**src/rtl/aes_pkg.sv**
```systemverilog
// ============================================================================
// Module      : aes_pkg
// Description : Shared AES types and constants for inv_sub_bytes.
//               Lookup latency depends on macro INV_SBOX_BRAM_EN.
// Revision    : 1.0  initial release
// ============================================================================
`default_nettype none

package aes_pkg;

    localparam int AES_BLOCK_BYTES = 16;

    typedef logic [AES_BLOCK_BYTES-1:0][7:0] aes_block_t;

    typedef enum logic [1:0] {
        IDLE   = 2'd0,
        ISSUE  = 2'd1,
        DRAIN  = 2'd2,
        OUTPUT = 2'd3
    } inv_sub_bytes_state_t;

`ifdef INV_SBOX_BRAM_EN
    localparam int INV_SBOX_LATENCY = 2;
`else
    localparam int INV_SBOX_LATENCY = 1;
`endif

endpackage

`default_nettype wire

```
**src/rtl/inv_sub_bytes_if.sv**
```systemverilog
// ============================================================================
// Module      : inv_sub_bytes_if
// Description : Request/result bundle between a requester and inv_sub_bytes.
// Revision    : 1.0  initial release
// ============================================================================
`default_nettype none

interface inv_sub_bytes_if;
    import aes_pkg::*;

    logic       new_block_in;
    aes_block_t block_in;
    logic       ready_out;
    aes_block_t inv_subbed_block_out;
    logic       valid_out;

    modport master (
        output new_block_in,
        output block_in,
        input  ready_out,
        input  inv_subbed_block_out,
        input  valid_out
    );

    modport slave (
        input  new_block_in,
        input  block_in,
        output ready_out,
        output inv_subbed_block_out,
        output valid_out
    );

endinterface

`default_nettype wire

```
**src/rtl/inv_sbox_rom.sv**
```systemverilog
// ============================================================================
// Module      : inv_sbox_rom
// Description : AES inverse S-box lookup. INV_SBOX_BRAM_EN selects a BRAM
//               (latency 2); otherwise a registered constant table (latency 1).
// Revision    : 1.0  initial release
// ============================================================================
`default_nettype none

module inv_sbox_rom #(
    parameter string ROM_INIT_FILE = "inv_byte_sub_table.mem"
) (
    input  wire logic       clk_in,
    input  wire logic [7:0] addr,
    output logic      [7:0] data
);

`ifdef INV_SBOX_BRAM_EN
    xilinx_single_port_ram_read_first #(
        .RAM_WIDTH       (8),
        .RAM_DEPTH       (256),
        .RAM_PERFORMANCE ("HIGH_PERFORMANCE"),
        .INIT_FILE       (ROM_INIT_FILE)
    ) u_bram (
        .addra  (addr),
        .dina   (8'h00),
        .clka   (clk_in),
        .wea    (1'b0),
        .ena    (1'b1),
        .rsta   (1'b0),
        .regcea (1'b1),
        .douta  (data)
    );
`else
    // Each row holds 16 entries, entry 0 in the most significant byte.
    function automatic logic [7:0] inv_sbox(input logic [7:0] a);
        logic [127:0] row;
        row = '0;
        case (a[7:4])
            4'h0: row = 128'h52096ad53036a538bf40a39e81f3d7fb;
            4'h1: row = 128'h7ce339829b2fff87348e4344c4dee9cb;
            4'h2: row = 128'h547b9432a6c2233dee4c950b42fac34e;
            4'h3: row = 128'h082ea16628d924b2765ba2496d8bd125;
            4'h4: row = 128'h72f8f66486689816d4a45ccc5d65b692;
            4'h5: row = 128'h6c704850fdedb9da5e154657a78d9d84;
            4'h6: row = 128'h90d8ab008cbcd30af7e45805b8b34506;
            4'h7: row = 128'hd02c1e8fca3f0f02c1afbd0301138a6b;
            4'h8: row = 128'h3a9111414f67dcea97f2cfcef0b4e673;
            4'h9: row = 128'h96ac7422e7ad3585e2f937e81c75df6e;
            4'ha: row = 128'h47f11a711d29c5896fb7620eaa18be1b;
            4'hb: row = 128'hfc563e4bc6d279209adbc0fe78cd5af4;
            4'hc: row = 128'h1fdda8338807c731b11210592780ec5f;
            4'hd: row = 128'h60517fa919b54a0d2de57a9f93c99cef;
            4'he: row = 128'ha0e03b4dae2af5b0c8ebbb3c83539961;
            4'hf: row = 128'h172b047eba77d626e169146355210c7d;
            default: row = '0;
        endcase
        return row[{~a[3:0], 3'b000} +: 8];
    endfunction

    always_ff @(posedge clk_in) begin
        data <= inv_sbox(addr);
    end
`endif

endmodule

`default_nettype wire

```
**src/rtl/inv_sub_bytes.sv**
```systemverilog
// ============================================================================
// Module      : inv_sub_bytes
// Description : AES InvSubBytes over a 16-byte block, one ROM lookup per cycle.
//               Macro INV_SBOX_BRAM_EN selects the BRAM-based lookup.
// Revision    : 1.0  initial release
// ============================================================================
`default_nettype none

module inv_sub_bytes
    import aes_pkg::*;
#(
    parameter string ROM_INIT_FILE = "inv_byte_sub_table.mem"
) (
    input  wire logic      clk_in,
    input  wire logic      rst_in,
    inv_sub_bytes_if.slave bus
);

    localparam int         L         = INV_SBOX_LATENCY;
    localparam logic [4:0] LAST_IDX  = 5'(AES_BLOCK_BYTES - 1);
    localparam logic [4:0] NUM_BYTES = 5'(AES_BLOCK_BYTES);

    inv_sub_bytes_state_t state;
    inv_sub_bytes_state_t next_state;

    logic [4:0]   issue_idx;
    logic [4:0]   capture_idx;
    logic [L-1:0] lookup_vld;
    aes_block_t   saved_block;
    aes_block_t   result_block;
    aes_block_t   out_block;
    logic         valid_q;
    logic         ready;
    logic         accept;
    logic [7:0]   lookup_addr;
    logic [7:0]   lookup_data;

    always_ff @(posedge clk_in or posedge rst_in) begin
        if (rst_in) begin
            state <= IDLE;
        end else begin
            state <= next_state;
        end
    end

    always_comb begin
        next_state = state;
        ready      = 1'b0;
        accept     = 1'b0;
        case (state)
            IDLE: begin
                ready = 1'b1;
                if (bus.new_block_in) begin
                    accept     = 1'b1;
                    next_state = ISSUE;
                end
            end
            ISSUE: begin
                if (issue_idx == LAST_IDX) begin
                    next_state = DRAIN;
                end
            end
            DRAIN: begin
                if (capture_idx == NUM_BYTES) begin
                    next_state = OUTPUT;
                end
            end
            OUTPUT:  next_state = IDLE;
            default: next_state = IDLE;
        endcase
    end

    // lookup_vld[L-1] marks the cycle in which the ROM output belongs to a byte.
    always_ff @(posedge clk_in or posedge rst_in) begin
        if (rst_in) begin
            issue_idx   <= '0;
            capture_idx <= '0;
            lookup_vld  <= '0;
            out_block   <= '0;
            valid_q     <= 1'b0;
        end else begin
            lookup_vld <= (lookup_vld << 1) | L'(state == ISSUE);
            valid_q    <= (next_state == OUTPUT);
            if (accept) begin
                issue_idx   <= '0;
                capture_idx <= '0;
            end else begin
                if (state == ISSUE) begin
                    issue_idx <= issue_idx + 5'd1;
                end
                if (lookup_vld[L-1]) begin
                    capture_idx <= capture_idx + 5'd1;
                end
            end
            if (next_state == OUTPUT) begin
                out_block <= result_block;
            end
        end
    end

    always_ff @(posedge clk_in) begin
        if (accept) begin
            saved_block <= bus.block_in;
        end
        if (lookup_vld[L-1]) begin
            result_block[capture_idx[3:0]] <= lookup_data;
        end
    end

    assign lookup_addr = saved_block[issue_idx[3:0]];

    inv_sbox_rom #(
        .ROM_INIT_FILE (ROM_INIT_FILE)
    ) u_inv_sbox_rom (
        .clk_in (clk_in),
        .addr   (lookup_addr),
        .data   (lookup_data)
    );

    assign bus.ready_out            = ready;
    assign bus.inv_subbed_block_out = out_block;
    assign bus.valid_out            = valid_q;

endmodule

`default_nettype wire

```
**src/flat_wrapper.sv**
```systemverilog
// flat-port wrapper written by rule: the top's interface ports become plain ports
module inv_sub_bytes_flat import aes_pkg::*;
#(
    parameter string ROM_INIT_FILE = "                      "
)
  (clk_in, rst_in, bus_new_block_in, bus_block_in, bus_ready_out, bus_inv_subbed_block_out, bus_valid_out);
  inv_sub_bytes_if bus_i ();
  input  wire logic clk_in;
  input  wire logic rst_in;
  input wire logic [$bits(bus_i.new_block_in)-1:0] bus_new_block_in;
  input wire logic [$bits(bus_i.block_in)-1:0] bus_block_in;
  output wire logic [$bits(bus_i.ready_out)-1:0] bus_ready_out;
  output wire logic [$bits(bus_i.inv_subbed_block_out)-1:0] bus_inv_subbed_block_out;
  output wire logic [$bits(bus_i.valid_out)-1:0] bus_valid_out;
  assign bus_i.new_block_in = bus_new_block_in;
  assign bus_i.block_in = bus_block_in;
  assign bus_ready_out = bus_i.ready_out;
  assign bus_inv_subbed_block_out = bus_i.inv_subbed_block_out;
  assign bus_valid_out = bus_i.valid_out;
  inv_sub_bytes #(.ROM_INIT_FILE(ROM_INIT_FILE)) u_core (.clk_in(clk_in), .rst_in(rst_in), .bus(bus_i));
endmodule
```
**config.mk**
```make
export PLATFORM = sky130hd
export DESIGN_NAME = inv_sub_bytes_flat
export DESIGN_NICKNAME = d
export VERILOG_FILES = /design/src/rtl/aes_pkg.sv /design/src/rtl/inv_sub_bytes_if.sv /design/src/rtl/inv_sbox_rom.sv /design/src/rtl/inv_sub_bytes.sv /design/src/flat_wrapper.sv
export SDC_FILE = /design/constraint.sdc
export NUM_CORES = 1
export LEC_CHECK = 0
export ABC_CLOCK_PERIOD_IN_PS = 7500
export CAP_MARGIN = 20
export CORE_ASPECT_RATIO = 1.75
export CORE_MARGIN = 8
export CORE_UTILIZATION = 54
export CTS_BUF_LIST = sky130_fd_sc_hd__clkbuf_2
export DETAILED_ROUTE_END_ITERATION = 6
export GPL_TIMING_DRIVEN = 0
export MAX_ROUTING_LAYER = met4
export PLACE_DENSITY = 0.85
export SETUP_SLACK_MARGIN = 0.1
export SLEW_MARGIN = 5
export SYNTH_ARGS = -nofsm -noshare
export SYNTH_HDL_FRONTEND = slang
export SYNTH_SLANG_ARGS = --single-unit
```
**constraint.sdc**
```tcl
create_clock -name clk_in -period 7.5 [get_ports clk_in]
set_clock_uncertainty 0.15 [all_clocks]
set_input_delay 2.25 -clock clk_in [delete_from_list [all_inputs] [get_ports clk_in]]
set_output_delay 2.25 -clock clk_in [all_outputs]
set_load 0.1 [all_outputs]
```
# Word level (Yosys, flattened, before mapping)
# Memories as Yosys holds them, arrays and structs flattened.
# Index checks and enable logic that the tools add are counted.
word_totals:
  word_cells: 88
  in_bits: 131
  out_inout_bits: 130
  reg_bits: 406
  romBits: 2048
  n_memories: 1
classes:
  n_bitwise: 1
  shifts: 1
  n_reduce_logical: 4
  addsub: 2
  n_eq_ne: 6
  muxes: 16
  n_lt_le_gt_ge: 3
memory_table:
  columns: ["name", "depth", "width", "read_ports", "rd_ports_with_merged_regs", "write_ports", "line_no", "source"]
  rows:
  - ["(name not given)", 16, 128, 1, 0, 0, "inv_sbox_rom.sv:38", "case (a[7:4])"]
ops:
  columns: ["operator", "n"]
  rows:
  - ["128-bit bitwise mux", 1]
  - ["128-bit by 8-bit indexed part select with 8-bit output", 1]
  - ["8-bit binary-select mux with 4-bit select", 1]
  - ["8-bit demux with 4-bit select", 1]
  - ["5-bit two-way mux", 4]
  - ["8-bit two-way mux", 2]
  - ["5-bit by 1-bit adder with 5-bit output (second input constant)", 2]
  - ["4-bit by 5-bit less-than comparator with 1-bit output (second input constant)", 2]
  - ["2-bit case mux with 4 select lines", 1]
  - ["2-bit equality test (second input constant)", 3]
  - ["2-bit two-way mux", 3]
  - ["5-bit by 4-bit equality test with 1-bit output (second input constant)", 1]
  - ["5-bit equality test (second input constant)", 1]
  - ["4-bit by 1-bit >= comparator with 1-bit output (second input constant)", 1]
  - ["4-bit NOT", 1]
  - ["2-bit nonzero test", 2]
  - ["1-bit two-way mux", 3]
  - ["2-bit by 1-bit equality test with 1-bit output (second input constant)", 1]
  - ["2-bit zero test", 1]
  - ["1-bit logical AND", 1]

# Longest topological paths before layout
# Gate-level depths: netlist of the first run.
logic_depth:
  ltp_word: 5
  ltp_mapped: 18
  ltp_nobuf: 12

# Modules after synthesis
# A second synthesis of the first run with hierarchy kept.
hier_totals:
  cells_unflattened: 1231
  area_unflattened_um2: 18262.5
by_module_without_submodules:
  columns: ["mod", "seq_area_each_um2", "cells_per_inst", "n_inst", "area_per_inst_um2"]
  rows:
  - ["inv_sub_bytes", 11240.8, 685, 1, 14745.4]
  - ["inv_sbox_rom", 160.2, 546, 1, 3517.1]

# Worst setup path after synthesis of the first run
# Ideal clock, no wire load.
synth_path:
  path_type: "input port to flip-flop"
  startpoint: "input port bus_new_block_in"
  endpoint: "register u_core.issue_idx[1]"
  path_slack_ps: 591
  setup_time_ps: 335
  stages: 3
  t_required_ps: 7015
  n_path_buf: 1
  arrival_time_ps: 6423
  cell_sequence: "and2_1 > clkbuf_1 > o21ai_0"
synth_between:
  elab_chain_cells: 3
  word_cells_on_any_way: 4
  classes_between: "3 x mux; 1 x reduce/logical"
synth_lines:
  columns: ["element", "line_no", "source"]
  rows:
  - ["from (decl)", "flat_wrapper.sv:10", "input wire logic [$bits(bus_i.new_block_in)-1:0] bus_new_block_in;"]
  - ["1-bit two-way mux (*)", "inv_sub_bytes.sv:53", "if (bus.new_block_in) begin"]
  - ["1-bit two-way mux (*)", "inv_sub_bytes.sv:50", "case (state)"]
  - ["named net u_core.accept", "inv_sub_bytes.sv:34", "logic accept;"]
  - ["5-bit two-way mux / 2-bit nonzero test (equally long branches)", null, null]
  - ["to (signal assigned)", "inv_sub_bytes.sv:89", "issue_idx <= issue_idx + 5'd1;"]
  - ["to (decl)", "inv_sub_bytes.sv:26", "logic [4:0] issue_idx;"]
# The timed path passes the listed nets; every way through them passes the cells marked *.
# A chain may end at the register's enable or synchronous reset.

# Final worst setup path of the first run
layout_path:
  startpoint: "register u_core.issue_idx[3]"
  endpoint: "register u_core.u_inv_sbox_rom.data[0]"
layout_between:
  elab_chain_cells: 4
  word_cells_on_any_way: 5
  classes_between: "1 x shift; 2 x mux; 1 x bitwise; 1 x memory"
layout_lines:
  columns: ["element", "line_no", "source"]
  rows:
  - ["8-bit binary-select mux with 4-bit select (*)", "inv_sub_bytes.sv:110", "assign lookup_addr = saved_block[issue_idx[3:0]];"]
  - ["8-bit two-way mux (implied by the code) (*)", "inv_sub_bytes.sv:110", null]
  - ["memory read 16 x 128 bit / 4-bit NOT (equally long branches)", null, null]
  - ["128-bit by 8-bit indexed part select with 8-bit output (*)", "inv_sbox_rom.sv:57", "return row[{~a[3:0], 3'b000} +: 8];"]
  - ["to (signal assigned)", "inv_sbox_rom.sv:61", "data <= inv_sbox(addr);"]
  - ["to (decl)", "inv_sbox_rom.sv:14", "output logic [7:0] data"]
# Every way passes the cells marked *; elsewhere a longest branch is shown, timed or not. The select of a mux whose other input is x is not followed.

==> impl_metrics.csv, run 1 <==
group,metric,value,unit
detailed_routing,via_per_inst,6.49,
sta,max_freq,0.171,GHz
clock_network,clkLatencyLatePin,1.11,ns
sta,timing.max_slew.rel_slack,12.3,%
synth,synth_flop_cell,"edfxtp_1",
placement,hpwlAfterDp,52700,um
setup_path,crit_path_end_kind,"flip-flop",
global_routing,antenna_found_initial,3,
detailed_routing,drt-initial-drc-count,1558,
die,row_count,87,
cells_and_area,flow.area_growth_from_synthesis,23.0,%
clock_network,cts-htree-levels,3,
global_routing,global_route.overflow_total,0,
detailed_routing,first_pass_iters,7,
synth,netlist-cell-type-count,75,
setup_path,launching_point_of_the_worst_reg2reg_path,"u_core.issue_idx[3]$_DFFE_PP0P_",
sta,setup_violations,0,
detailed_routing,drc,0,
setup_path,cp_max_delay_cell,"a211oi_1",
die,pin_count,261,
clock_network,path_clk_slew,0.12,ns
setup_path,cell_by_cell_trace_of_the_critical_path,"clkbuf_1 -> nor2b_1 -> nand2_1 -> and4_1 -> buf_2 -> inv_2 -> ha_1 -> clkbuf_1 -> nand2_1 -> o211a_1 -> a31oi_1 -> o21ai_0 -> a211oi_1 -> a221o_1",
die,initial_utilization,54.8,%
sta,maxSlewViolCount,0,
detailed_routing,route.vias.total,15253,
setup_path,startpoint_type,"flip-flop",
setup_path,critical_path.endpoint,"u_core.u_inv_sbox_rom.data[0]$_DFF_P_",
placement,gp_routability_congestion,1.15,
setup_path,reg2reg_setup_slack,1.64,ns
detailed_routing,drt-total-wl,74900,um
synth,yosysWarningCount,0,
setup_path,critical_path_peak_fanout,13,
synth,netlist_area,17700,um2
sta,finalWorstPathRequiredPeriod,5.86,ns
global_routing,first_global_vias,15972,
placement,portBuffers,260,
setup_path,crit-reg2reg-capture,"u_core.u_inv_sbox_rom.data[0]$_DFF_P_",
setup_path,cpPeakStageDelay,1.10,ns
run_status,run_status,"finished, final reports clean",
sta,rsz0062_at_grt,"no",
synth,synth_enable_flop_cells,256,
die,die_w,153,um
clock_network,cts_post_setup_buffers_inserted,0,
setup_path,crit_start,"u_core.issue_idx[3]$_DFFE_PP0P_",
cells_and_area,finalNetCount,2029,
synth,synthArstFlopShare,35.0,%
clock_network,cts_tree,"done",
detailed_routing,postRouteAntennaNets,0,
setup_path,arr_time_crit_path,6.76,ns
clock_network,cts_root_buf,"clkbuf_2",
synth,netlist_instances,1520,
cells_and_area,post_route_cells_drive_above_1_share,12.6,%
setup_path,worst-r2r-cell-count,14,
cells_and_area,layout.cells.most_common_list,"nand2_1 (477), clkdlybuf4s50_1 (260), edfxtp_1 (256)",
clock_network,number_of_cts_inserted_buffers,87,
setup_path,worst-setup-path-type,"reg2reg",
die,die-area,39000,um2
clock_network,postCtsResizedCells,0,
synth,synth_seq_area_share,64.6,%
detailed_routing,detail_route.wl_per_cell,31.9,um
synth,ys_seq_elements,406,
clock_network,clock_sink_count,406,
global_routing,grt_start_max_net_pins,77,
cells_and_area,layout.cells.most_common,"nand2_1",
setup_path,required,8.40,ns
sta,final.period_utilization,78.1,%
synth,mean_instance_size_in_the_synthesized_netlist,11.6,um2
clock_network,cts_hold_buf,0,
flow_run,drv.max_cap_violation_count,0,
die,die-height,255,um
hold_path,min-delay-path-class,"reg2reg",
die,coreArea,32200,um2
synth,synthesis.nets,1674,
clock_network,ctsLongestPathBuffers,3,
sta,report.final.hold_viol_count,0,
sta,worstMarginPinSlew,1.31,ns
global_routing,global_route_wire_length_before_repair,108000,um
sta,final_sum_of_negative_setup_slack,0,ns
global_routing,gr-usage-all-layers,39.8,%
## critical path, delay by kind of cell, from the launching register on
family / cells / cell delay (ns)
flops: 1 / 0.41
buf+inv: 4 / 1.84
simple gates: 4 / 1.29
fa+ha+maj: 1 / 0.31
compound gates: 5 / 1.83
## final cells by class
cell class                 instances  area (um2)
timing repair buffer             266        2680
antenna                            4        10.0
sequential                       406       11400
clock inverter                    35         233
inverter                          11        46.3
clock buffer                     127         636
buffer                           105         541
multi-input combinational        998        5680
tap                              400         500
fill                            2204       10500
## registers in the layout (all words and copies together) (netlist names)
register	flops
u_core.issue_idx	5
u_core.lookup_vld	1
u_core.capture_idx	5
u_core.bus.inv_subbed_block_out	128
u_core.u_inv_sbox_rom.data	8
u_core.state	2
u_core.saved_block	128
u_core.result_block	128
u_core.bus.valid_out	1
## metal layers
layer  track usage (%)  routed length, um  vias to the layer above
met3              12.5               7710                      417
li1                  -                  -                     6237
met4              33.1               7290                        0
met5                 -                  0                        -
met2              67.9              37600                     1250
met1              36.0              22300                     7349
## how the worst min path moves through the flow
stage | slack [ns] | startpoint | cells after the start | to
floorplan | 0.26 | u_core.result_block[0]$_DFFE_PP_ | 2 | u_core.bus.inv_subbed_block_out[0]$_DFFE_PP0P_
global placement | 0.27 | u_core.result_block[43]$_DFFE_PP_ | 2 | u_core.bus.inv_subbed_block_out[43]$_DFFE_PP0P_
detailed placement | 0.27 | u_core.result_block[91]$_DFFE_PP_ | 2 | u_core.bus.inv_subbed_block_out[91]$_DFFE_PP0P_
CTS | 0.26 | u_core.result_block[44]$_DFFE_PP_ | 2 | u_core.bus.inv_subbed_block_out[44]$_DFFE_PP0P_
global route | 0.27 | u_core.result_block[44]$_DFFE_PP_ | 2 | u_core.bus.inv_subbed_block_out[44]$_DFFE_PP0P_
finish | 0.25 | u_core.result_block[44]$_DFFE_PP_ | 2 | u_core.bus.inv_subbed_block_out[44]$_DFFE_PP0P_
## metrics by stage
step	hold slack [ns]	worst slack (ns)	instances	area, um2	utilization, %
finish	0.252	1.64	2352	21700	67.4
global route	0.275	1.64	2352	21700	67.4
CTS	0.259	2.16	2348	21700	67.4
detailed placement	0.274	2.18	2186	20900	64.7
global placement	0.267	-0.961	2180	20800	64.4
floorplan	0.265	0.591	1520	17700	-
## kinds of logic after synthesis
| logic type | count (synthesis) | synth area share [%] |
|---|---|---|
| multiplexers | 40 | 4.24 |
| buffers and inverters | 116 | 3.27 |
| XOR/XNOR | 7 | 0.390 |
| AO/OA/AOI/OAI | 280 | 11.0 |
| adder cells (fa/ha/maj) | 23 | 1.63 |
| flip-flops | 406 | 64.6 |
| AND/OR/NAND/NOR | 648 | 14.9 |
## synthesized netlist by cell type, drive strengths merged (8+ instances only)
| cell type | n | area (um2) |
|---|---|---|
| edfxtp | 256 | 7690 |
| a21oi | 47 | 246 |
| o22ai | 13 | 81.3 |
| o211ai | 21 | 158 |
| mux4 | 27 | 616 |
| nand2 | 479 | 1800 |
| nand2b | 13 | 81.3 |
| a311oi | 12 | 105 |
| mux2i | 11 | 110 |
| a22oi | 8 | 65.1 |
| nor2 | 78 | 300 |
| o21ai | 67 | 339 |
| dfrtp | 142 | 3550 |
| ha | 23 | 288 |
| a211oi | 11 | 87.6 |
| buf | 55 | 349 |
| clkbuf | 50 | 188 |
| and2 | 11 | 68.8 |
| o221ai | 12 | 105 |
| inv | 11 | 41.3 |
| dfxtp | 8 | 160 |
| a221oi | 11 | 114 |
| nand3 | 28 | 140 |
| nor3 | 18 | 95.1 |
| a31oi | 18 | 113 |
Power of run 1 is not shown: default switching activity piles up to over one toggle a cycle in this logic, so the estimate is an artifact.
==> run 2, diff against run 1 <==
--- a/config.mk
+++ b/config.mk
@@ -5,7 +5,7 @@
 export SDC_FILE = /design/constraint.sdc
 export NUM_CORES = 1
 export LEC_CHECK = 0
-export ABC_CLOCK_PERIOD_IN_PS = 7500
+export ABC_CLOCK_PERIOD_IN_PS = 5500
 export CAP_MARGIN = 20
 export CORE_ASPECT_RATIO = 1.75
 export CORE_MARGIN = 8
==> constraint.sdc (replaced) <==
create_clock -name clk_in -period 5.5 [get_ports clk_in]
set_clock_uncertainty 0.15 [all_clocks]
set_input_delay 1.65 -clock clk_in [delete_from_list [all_inputs] [get_ports clk_in]]
set_output_delay 1.65 -clock clk_in [all_outputs]
set_load 0.1 [all_outputs]
==> run 2 against run 1 <==
First-iteration DRC count grew 19%. Hold slack gained 0.030 ns. Die area is the same. Sequential cell count is the same. Clock-buffer cell count shrank 6. Routed wire length shrank 2.4%. Via count shrank 1.0%. Final cell count shrank 0.30%. Sequential share of layout area is essentially flat. Design area is essentially flat. Non-clock buffer count shrank 2. Highest routed layer unchanged.
==> impl_metrics.csv, run 2 (synthesized netlist as in run 1, its figures left out) <==
group,metric,value,unit
clock_network,number_of_cts_inserted_buffers,83,
detailed_routing,drt-total-wl,73100,um
setup_path,startpoint_type,"flip-flop",
global_routing,antenna_found_initial,6,
global_routing,gr-usage-all-layers,39.7,%
clock_network,cts-htree-levels,3,
setup_path,worst-setup-path-type,"reg2reg",
cells_and_area,regArea,11400,um2
global_routing,global_route_wire_length_before_repair,107000,um
detailed_routing,drc,0,
sta,final.period_utilization,95.3,%
hold_path,min-delay-path-class,"reg2reg",
setup_path,crit_path_end_kind,"flip-flop",
run_status,run_status,"finished, final reports clean",
die,initial_utilization,54.8,%
global_routing,first_global_vias,15833,
die,die_w,153,um
detailed_routing,route.vias.total,15100,
sta,maxSlewViolCount,0,
sta,timing.max_slew.rel_slack,5.09,%
cells_and_area,multi_input_comb_area,5690,um2
die,die-area,39000,um2
die,coreArea,32200,um2
sta,worstMarginPinSlew,1.41,ns
clock_network,ctsLongestPathBuffers,3,
clock_network,path_clk_slew,0.15,ns
cells_and_area,finalNetCount,2023,
detailed_routing,first_pass_iters,7,
detailed_routing,route.met2.wl,36900,um
clock_network,cts_hold_buf,0,
setup_path,critical_path_peak_fanout,13,
detailed_routing,met3_length,7270,um
global_routing,grt_start_max_net_pins,131,
cells_and_area,layout.cells.most_common,"nand2_1",
cells_and_area,flow.area_growth_from_synthesis,23.0,%
flow_run,drv.max_cap_violation_count,0,
clock_network,clkLatencyLatePin,1.12,ns
detailed_routing,top_layer_used,"met4",
placement,gp_routability_congestion,1.19,
setup_path,required,6.38,ns
sta,rsz0062_at_grt,"no",
detailed_routing,detail_route.wl_per_cell,31.2,um
clock_network,cts_post_setup_buffers_inserted,0,
sta,finalWorstPathRequiredPeriod,5.24,ns
placement,hpwlAfterDp,50900,um
sta,hold-worst-slack,0.282,ns
setup_path,arr_time_crit_path,6.13,ns
cells_and_area,fill_cells,2195,
sta,final_sum_of_negative_setup_slack,0,ns
clock_network,cts_root_buf,"clkbuf_2",
setup_path,reg2reg_setup_slack,0.26,ns
sta,max_freq,0.191,GHz
die,row_count,87,
sta,setup_violations,0,
sta,report.final.hold_viol_count,0,
die,die-height,255,um
placement,portBuffers,260,
cells_and_area,layout.cells.most_common_list,"nand2_1 (477), clkdlybuf4s50_1 (260), edfxtp_1 (256)",
clock_network,clock_sink_count,406,
die,pin_count,261,
global_routing,global_route.overflow_total,0,
detailed_routing,wl_met1,22100,um
detailed_routing,via_per_inst,6.44,
detailed_routing,drt-initial-drc-count,1856,
detailed_routing,postRouteAntennaNets,0,
clock_network,cts_tree,"done",
cells_and_area,post_route_cells_drive_above_1_share,12.4,%
[run 2: changes by cell type in the layout (fill, tap and decap cells not counted), sizes merged]
cell / delta
buf: -1
diode: +3
clkinvlp: +1
clkbuf: -7
bufinv: -1
inv: -2
[run 2: final cells by class]
cell class | instances | share of cell area (%)
Sequential cell | 406 | 52.5
Inverter | 11 | 0.207
Buffer | 104 | 2.52
Tap cell | 400 | 2.30
Clock inverter | 33 | 0.957
Multi-Input combinational cell | 998 | 26.2
Antenna cell | 7 | 0.0807
Timing Repair Buffer | 265 | 12.4
Clock buffer | 121 | 2.79
[run 2: critical path, stage by stage (launching register included)]
cell and delay (ns):
dfrtp_1 0.40, clkbuf_1 0.41, and2_1 0.20, clkbuf_1 0.39, nand2_1 0.13, and4_1 0.19
buf_2 0.23, inv_2 0.35, ha_1 0.23, clkbuf_1 0.71, nand2_1 0.55, nand3_1 0.22
o311ai_0 0.47, a31oi_1 0.44, a211o_1 0.13
[run 2: per-stage QoR]
step	utilization [%]	area (um2)	instances	worst slack [ns]
after floorplan	-	17700	1520	1.13
after global placement	64.4	20800	2180	0.155
after detailed placement	64.8	20900	2184	0.280
after CTS	67.3	21700	2338	0.187
after global routing	67.4	21700	2345	0.233
final	67.4	21700	2345	0.257
[run 2: final timing paths]
kind,to,startpoint,cells past startpoint
setup / recovery,u_core.u_inv_sbox_rom.data[2]$_DFF_P_,u_core.issue_idx[3]$_DFFE_PP0P_,14
hold / removal,u_core.bus.inv_subbed_block_out[69]$_DFFE_PP0P_,u_core.result_block[69]$_DFFE_PP_,2
max in group asynchronous,u_core.bus.inv_subbed_block_out[30]$_DFFE_PP0P_,rst_in,4
setup reg to reg,u_core.u_inv_sbox_rom.data[2]$_DFF_P_,u_core.issue_idx[3]$_DFFE_PP0P_,14
min in group asynchronous,u_core.bus.inv_subbed_block_out[104]$_DFFE_PP0P_,rst_in,2
hold reg to reg,u_core.bus.inv_subbed_block_out[69]$_DFFE_PP0P_,u_core.result_block[69]$_DFFE_PP_,2
[run 2: what timing repair did]
action,CTS,global route
gates resized for setup,0,8
hold endpoints to repair,0,0
endpoints found under the setup margin,0,8
[run 2: per-layer routing]
layer  GRT usage (%)  vias up
met5               -        -
met4            31.3        0
met3            12.7      429
met2            67.3     1222
met1            36.7     7232
li1                -     6217
Power of run 2 is left out for the same reason.
==> run 3, diff against run 2 <==
--- a/config.mk
+++ b/config.mk
@@ -11,6 +11,7 @@
 export CORE_MARGIN = 8
 export CORE_UTILIZATION = 54
 export CTS_BUF_LIST = sky130_fd_sc_hd__clkbuf_2
+export CTS_CLUSTER_DIAMETER = 50
 export DETAILED_ROUTE_END_ITERATION = 6
 export GPL_TIMING_DRIVEN = 0
 export MAX_ROUTING_LAYER = met4
==> results of run 3 <==
Same layout as run 2: the final DEF is identical, and so are final timing and power.
Power of run 3 is left out for the same reason.
